$ cat src/rtl/ccr_pkg.sv
// Shared definitions for the condition-code register: branch type codes and flag bit positions.
package ccr_pkg;

    typedef enum logic [2:0] {
        BR_NONE = 3'b000,
        BR_JZ   = 3'b001,
        BR_JN   = 3'b010,
        BR_JC   = 3'b011,
        BR_JV   = 3'b100,
        BR_LOOP = 3'b101,
        BR_JMP  = 3'b110,
        BR_RET  = 3'b111
    } br_type_e;

    localparam int FLAG_Z = 0;
    localparam int FLAG_N = 1;
    localparam int FLAG_C = 2;
    localparam int FLAG_V = 3;

endpackage

$ cat src/rtl/ccr_shadow_stack.sv
// LIFO of 4-bit flag snapshots used to save and restore flags across nested interrupts.
module ccr_shadow_stack #(
    parameter int NEST_DEPTH = 2
) (
    input  logic       clk,
    input  logic       rst,
    input  logic       push,
    input  logic       pop,
    input  logic [3:0] push_data,
    output logic [3:0] pop_data,
    output logic       pop_ok,
    output logic       empty,
    output logic       full,
    output logic       err
);

    localparam int PTR_W = $clog2(NEST_DEPTH + 1);

    logic [3:0]       mem_q [NEST_DEPTH];
    logic [PTR_W-1:0] ptr_q, ptr_d;
    logic [PTR_W-1:0] top_idx;
    logic             empty_q, empty_d;
    logic             full_q, full_d;
    logic             push_ok;

    // NOTE: every always_comb output gets a default first so no latch is inferred.
    always_comb begin
        push_ok  = push & ~full_q;
        pop_ok   = pop & ~empty_q;
        err      = (push & full_q) | (pop & empty_q);
        top_idx  = ptr_q - PTR_W'(1);
        pop_data = '0;
        for (int i = 0; i < NEST_DEPTH; i++) begin
            if (top_idx == PTR_W'(i)) pop_data = mem_q[i];
        end
        ptr_d = ptr_q;
        if (pop_ok)       ptr_d = ptr_q - PTR_W'(1);
        else if (push_ok) ptr_d = ptr_q + PTR_W'(1);
        empty_d = (ptr_d == '0);
        full_d  = (ptr_d == PTR_W'(NEST_DEPTH));
    end

    // NOTE: sequential state uses non-blocking assignments only.
    always_ff @(posedge clk) begin
        if (rst) begin
            ptr_q   <= '0;
            empty_q <= 1'b1;
            full_q  <= 1'b0;
        end else begin
            ptr_q   <= ptr_d;
            empty_q <= empty_d;
            full_q  <= full_d;
        end
    end

    // NOTE: storage is not reset; an empty pointer makes its contents unreachable.
    always_ff @(posedge clk) begin
        if (push_ok) begin
            for (int i = 0; i < NEST_DEPTH; i++) begin
                if (ptr_q == PTR_W'(i)) mem_q[i] <= push_data;
            end
        end
    end

    assign empty = empty_q;
    assign full  = full_q;

endmodule

$ cat src/rtl/ccr_flag_unit.sv
// Condition-code register with priority flag merge, interrupt shadow stack and sticky errors.
// Build option: define FLAG_FWD_EN to forward same-cycle ALU/SETC/CLRC/restore results to flag_mask.
module ccr_flag_unit
    import ccr_pkg::*;
#(
    parameter int NEST_DEPTH = 2
) (
    input  logic       clk,
    input  logic       rst,
    input  logic [3:0] alu_flags,
    input  logic [3:0] alu_flag_we,
    input  logic       setc,
    input  logic       clrc,
    input  logic       b_take,
    input  logic [2:0] btype,
    input  logic       int_save,
    input  logic       int_restore,
    output logic [3:0] flag_mask,
    output logic       shadow_empty,
    output logic       shadow_full,
    output logic       stk_err,
    output logic       proto_err
);

    logic [3:0] flags_q, flags_d;
    logic [3:0] wr_val, wr_mask, clr_mask;
    logic [3:0] pop_data;
    logic       pop_ok, stack_err, push_req;
    logic       stk_err_q, stk_err_d;
    logic       proto_err_q, proto_err_d;

    // Restore wins over save, so a simultaneous save never reaches the stack.
    assign push_req = int_save & ~int_restore;

    ccr_shadow_stack #(.NEST_DEPTH(NEST_DEPTH)) u_stack (
        .clk       (clk),
        .rst       (rst),
        .push      (push_req),
        .pop       (int_restore),
        .push_data (flags_q),
        .pop_data  (pop_data),
        .pop_ok    (pop_ok),
        .empty     (shadow_empty),
        .full      (shadow_full),
        .err       (stack_err)
    );

    always_comb begin
        clr_mask = '0;
        if (b_take) begin
            case (br_type_e'(btype))
                BR_JZ:   clr_mask[FLAG_Z] = 1'b1;
                BR_JN:   clr_mask[FLAG_N] = 1'b1;
                BR_JC:   clr_mask[FLAG_C] = 1'b1;
                BR_JV:   clr_mask[FLAG_V] = 1'b1;
                default: clr_mask = '0;
            endcase
        end

        // Written bits override consume-clear; applied lowest to highest priority.
        wr_mask = alu_flag_we;
        wr_val  = alu_flags;
        if (setc | clrc) begin
            wr_mask[FLAG_C] = 1'b1;
            wr_val[FLAG_C]  = (setc & clrc) ? flags_q[FLAG_C] : setc;
        end
        if (pop_ok) begin
            wr_mask = 4'hF;
            wr_val  = pop_data;
        end

        flags_d     = (wr_val & wr_mask) | (flags_q & ~clr_mask & ~wr_mask);
        stk_err_d   = stk_err_q | stack_err;
        proto_err_d = proto_err_q | (setc & clrc) | (int_save & int_restore);
    end

    always_ff @(posedge clk) begin
        if (rst) begin
            flags_q     <= '0;
            stk_err_q   <= 1'b0;
            proto_err_q <= 1'b0;
        end else begin
            flags_q     <= flags_d;
            stk_err_q   <= stk_err_d;
            proto_err_q <= proto_err_d;
        end
    end

`ifdef FLAG_FWD_EN
    // Consume-clear is left out so b_take has no combinational path back to flag_mask.
    assign flag_mask = (wr_val & wr_mask) | (flags_q & ~wr_mask);
`else
    assign flag_mask = flags_q;
`endif

    assign stk_err   = stk_err_q;
    assign proto_err = proto_err_q;

endmodule

$ cat config.mk
export PLATFORM = sky130hd
export DESIGN_NAME = ccr_flag_unit
export DESIGN_NICKNAME = d
export VERILOG_FILES = /design/src/rtl/ccr_pkg.sv /design/src/rtl/ccr_shadow_stack.sv /design/src/rtl/ccr_flag_unit.sv
export SDC_FILE = /design/constraint.sdc
export NUM_CORES = 1
export LEC_CHECK = 0
export ABC_CLOCK_PERIOD_IN_PS = 2850
export CORE_ASPECT_RATIO = 0.7
export CORE_UTILIZATION = 40
export CTS_BUF_LIST = sky130_fd_sc_hd__clkbuf_8
export DETAILED_ROUTE_END_ITERATION = 10
export MAX_ROUTING_LAYER = met4
export PLACE_DENSITY = 0.79
export SYNTH_ARGS = -nofsm -noshare
export SYNTH_HDL_FRONTEND = slang
export SYNTH_SLANG_ARGS = --single-unit
$ cat constraint.sdc
create_clock -name clk -period 2.85 [get_ports clk]
set_input_delay 0.57 -clock clk [delete_from_list [all_inputs] [get_ports clk]]
set_output_delay 0.57 -clock clk [all_outputs]
set_load 0.02 [all_outputs]
==> impl_metrics.yaml <==
run_status:
  status: "complete, but fails checks"
  violations: "design-rule violations"
logic_synthesis:
  synth_cell_type_count: 31
  syn_avg_cell_area_um2: 11.71
  netlist_instances: 73
  synth_top_area_share_pct: 28.11
  async_flop_share_pct: 0
  syn-num-nets: 94
  synthFlopType: "dfxtp_1"
  synth_area_leaders: "edfxtp_1 28%, dfxtp_1 23%, a221oi_1 5.1%"
  yosysSeqAreaShare_pct: 51.54
  ys_top_cells_by_count: "10 x dfxtp_1, 8 x a21oi_1, 8 x edfxtp_1, 5 x a221oi_1"
  ys_ff_latch: 18
  yosysTopAreaCell: "edfxtp_1"
  ys_warn_count: 0
  syn-cell-area_um2: 854.6
  synth_edf_count: 8
  synthMostInstantiatedCell: "dfxtp_1"
place:
  dp_hpwl_mm: 1.336
  gp_congestion: 0.8089
  port_buffers: 25
timing:
  worst_slew_pin_slew_ps: 452.3
  setup_tns_ps: 0
  setup_viol: 0
  period_minus_slack_ps: 1853
  hold_viol_final: 0
  max_slew_margin_pct: 69.75
  rsz0062_at_grt: "no"
  maxSlewViolCount: 0
  timing.hold.ws_ps: 479.4
  fin_skew_ps: 1.955
  clock.fmax_ghz: 0.5397
  finalCritPeriodShare_pct: 65.01
clock_tree:
  cts_tree: "done"
  path_clk_slew_ps: 60
  clkSinkCount: 18
  post_cts_buffers: 0
  cts_hold_buf: 0
  cts_made_buffers: 3
  clk_latency_ps: 250
  h-tree-depth: 1
  clockRootBuffer: "clkbuf_8"
  cts_resized: 0
  clockBufferDepth: 2
floorplanning:
  rows: 13
  ios: 26
  die_w_um: 57.25
  die_h_um: 40.67
  die-area_um2: 2328
  core-area_um2: 1936
  initial_core_util_pct: 44.15
final_layout:
  drive_above_1_share_pct: 8.081
  synthToLayoutAreaGrowth_pct: 35.43
  fillCellCount: 169
  nets: 122
  antenna_cells: 0
worst_setup_path:
  cp-start-kind: "register"
  worstPathArrival_ps: 1280
  path_buf_inv: 1
  crit_fanout: 5
  slowest_stage: "clkdlybuf4s50_1"
  required_ps: 2280
  path_cells: "clkdlybuf4s50_1"
  max_stage_delay_ps: 630
  critical-path-top-delay-family: "buffers and inverters"
  end_kind: "output pin"
  path_class: "reg -> out"
job:
  max-cap-violations: 0
detailed_routing:
  drc: 4
  viasPerCell: 5.529
  ant_nets: 0
  vias: 669
  drt_first_iter_violations: 42
  drt-total-wl_mm: 1.808
  wl_per_cell_um: 14.94
  first_pass_iters: 9
pwr:
  leakage_nw: 0.4267
  power_density_nw_per_um2: 552.8
  ir_worst_vdd_v: 0.0002581
global_route:
  grt_use_total_pct: 18.19
  grt_max_degree: 13
  grt_pass1_wl_mm: 2.711
  grt_pass1_vias: 592
  antenna_found_initial: 0
  grt.overflow.total: 0
min_path:
  hold_path_class: "reg -> reg"
[per-layer routing]
layer	up-vias	global-route usage [%]	part of all wire (%)	wire length, µm
met5	-	-	0	0
li1	335	-	-	-
met1	303	20.78	46	838
met3	6	6.940	8.5	153
met4	0	10.98	2.2	40
met2	25	28.24	43	776
[worst paths after layout]
kind                                                 end  slack (ps)  cells after the start                        start
worst max-delay path                        flag_mask[2]        1000                      1                     register
worst min-delay path                  stk_err$_SDFF_PP0_         480                      2           stk_err$_SDFF_PP0_
worst max register to register  u_stack.empty$_SDFF_PP1_        1240                      4  u_stack.ptr_q[0]$_SDFF_PP0_
worst min register to register        stk_err$_SDFF_PP0_         480                      2           stk_err$_SDFF_PP0_
[where the power goes]
group	total [mW]	leakage [nW]	internal, mW	switching [mW]
clock network	0.176	0.0216	0.0940	0.0818
registers	0.313	0.158	0.295	0.0180
logic	0.151	0.247	0.0809	0.0701
[registers in the layout, summed over array words and instances, names as in the netlist, named ones only]
signal / flops
flag_mask: 3
proto_err: 1
stk_err: 1
u_stack.empty: 1
u_stack.full: 1
u_stack.mem_q: 8
u_stack.ptr_q: 2
[layout by cell type (no fill, tap or decap)]
master	netlist	routed
nand4b_1	1	1
nor2_1	2	2
nor2b_1	1	1
and2_1	2	2
nor3_2	1	1
o22ai_1	1	1
o21ai_0	1	1
a221oi_1	5	5
dfxtp_1	10	10
nor3b_2	1	1
o32ai_1	2	2
and3b_1	4	4
and3_1	1	1
nand3b_1	2	2
or2b_1	1	1
o311ai_0	1	1
nand2_1	3	3
edfxtp_1	8	8
a21o_2	1	1
a221o_1	1	1
ha_1	3	3
mux2i_1	1	1
inv_1	4	4
mux2_2	1	1
a211o_1	1	1
nor2b_4	1	1
nand4bb_1	2	2
a21oi_1	8	8
clkbuf_8	0	3
clkdlybuf4s50_1	0	25
or3_1	1	1
[area by class of cell]
type,count,area (µm²),share of cell area (%)
inverter,4,15.01,1.297
multi-input combinational,49,382.9,33.08
sequential,18,440.4,38.05
timing repair buffer,25,250.2,21.62
tap,22,27.53,2.378
clock buffer,3,41.29,3.568
[stage by stage]
step	worst slack (ps)	area [µm²]	power, mW	utilization [%]	std cells
2_1_floorplan	1337	854.6	0.4024	-	73
3_3_place_gp	834.5	1116	0.4649	57.66	118
3_5_place_dp	787.3	1116	0.4697	57.66	118
4_1_cts	980.2	1157	0.6430	59.79	121
5_1_grt	936.6	1157	0.6726	59.79	121
6_report	997.1	1157	0.6398	59.79	121
[kinds of logic after synthesis]
logic type               synth area share, %
adder cells (fa/ha/maj)                4.393
flip-flops                             51.54
multiplexers                           2.489
buffers and inverters                  3.659
AND/OR/NAND/NOR                        20.50
AO/OA/AOI/OAI                          17.42
[worst register-to-register path, cell delays in order (launching register included)]
cell	delay [ps]
dfxtp_1	420
inv_1	110
ha_1	330
mux2_2	360
a221o_1	290
Note: power is estimated with default switching activity, not from simulation.
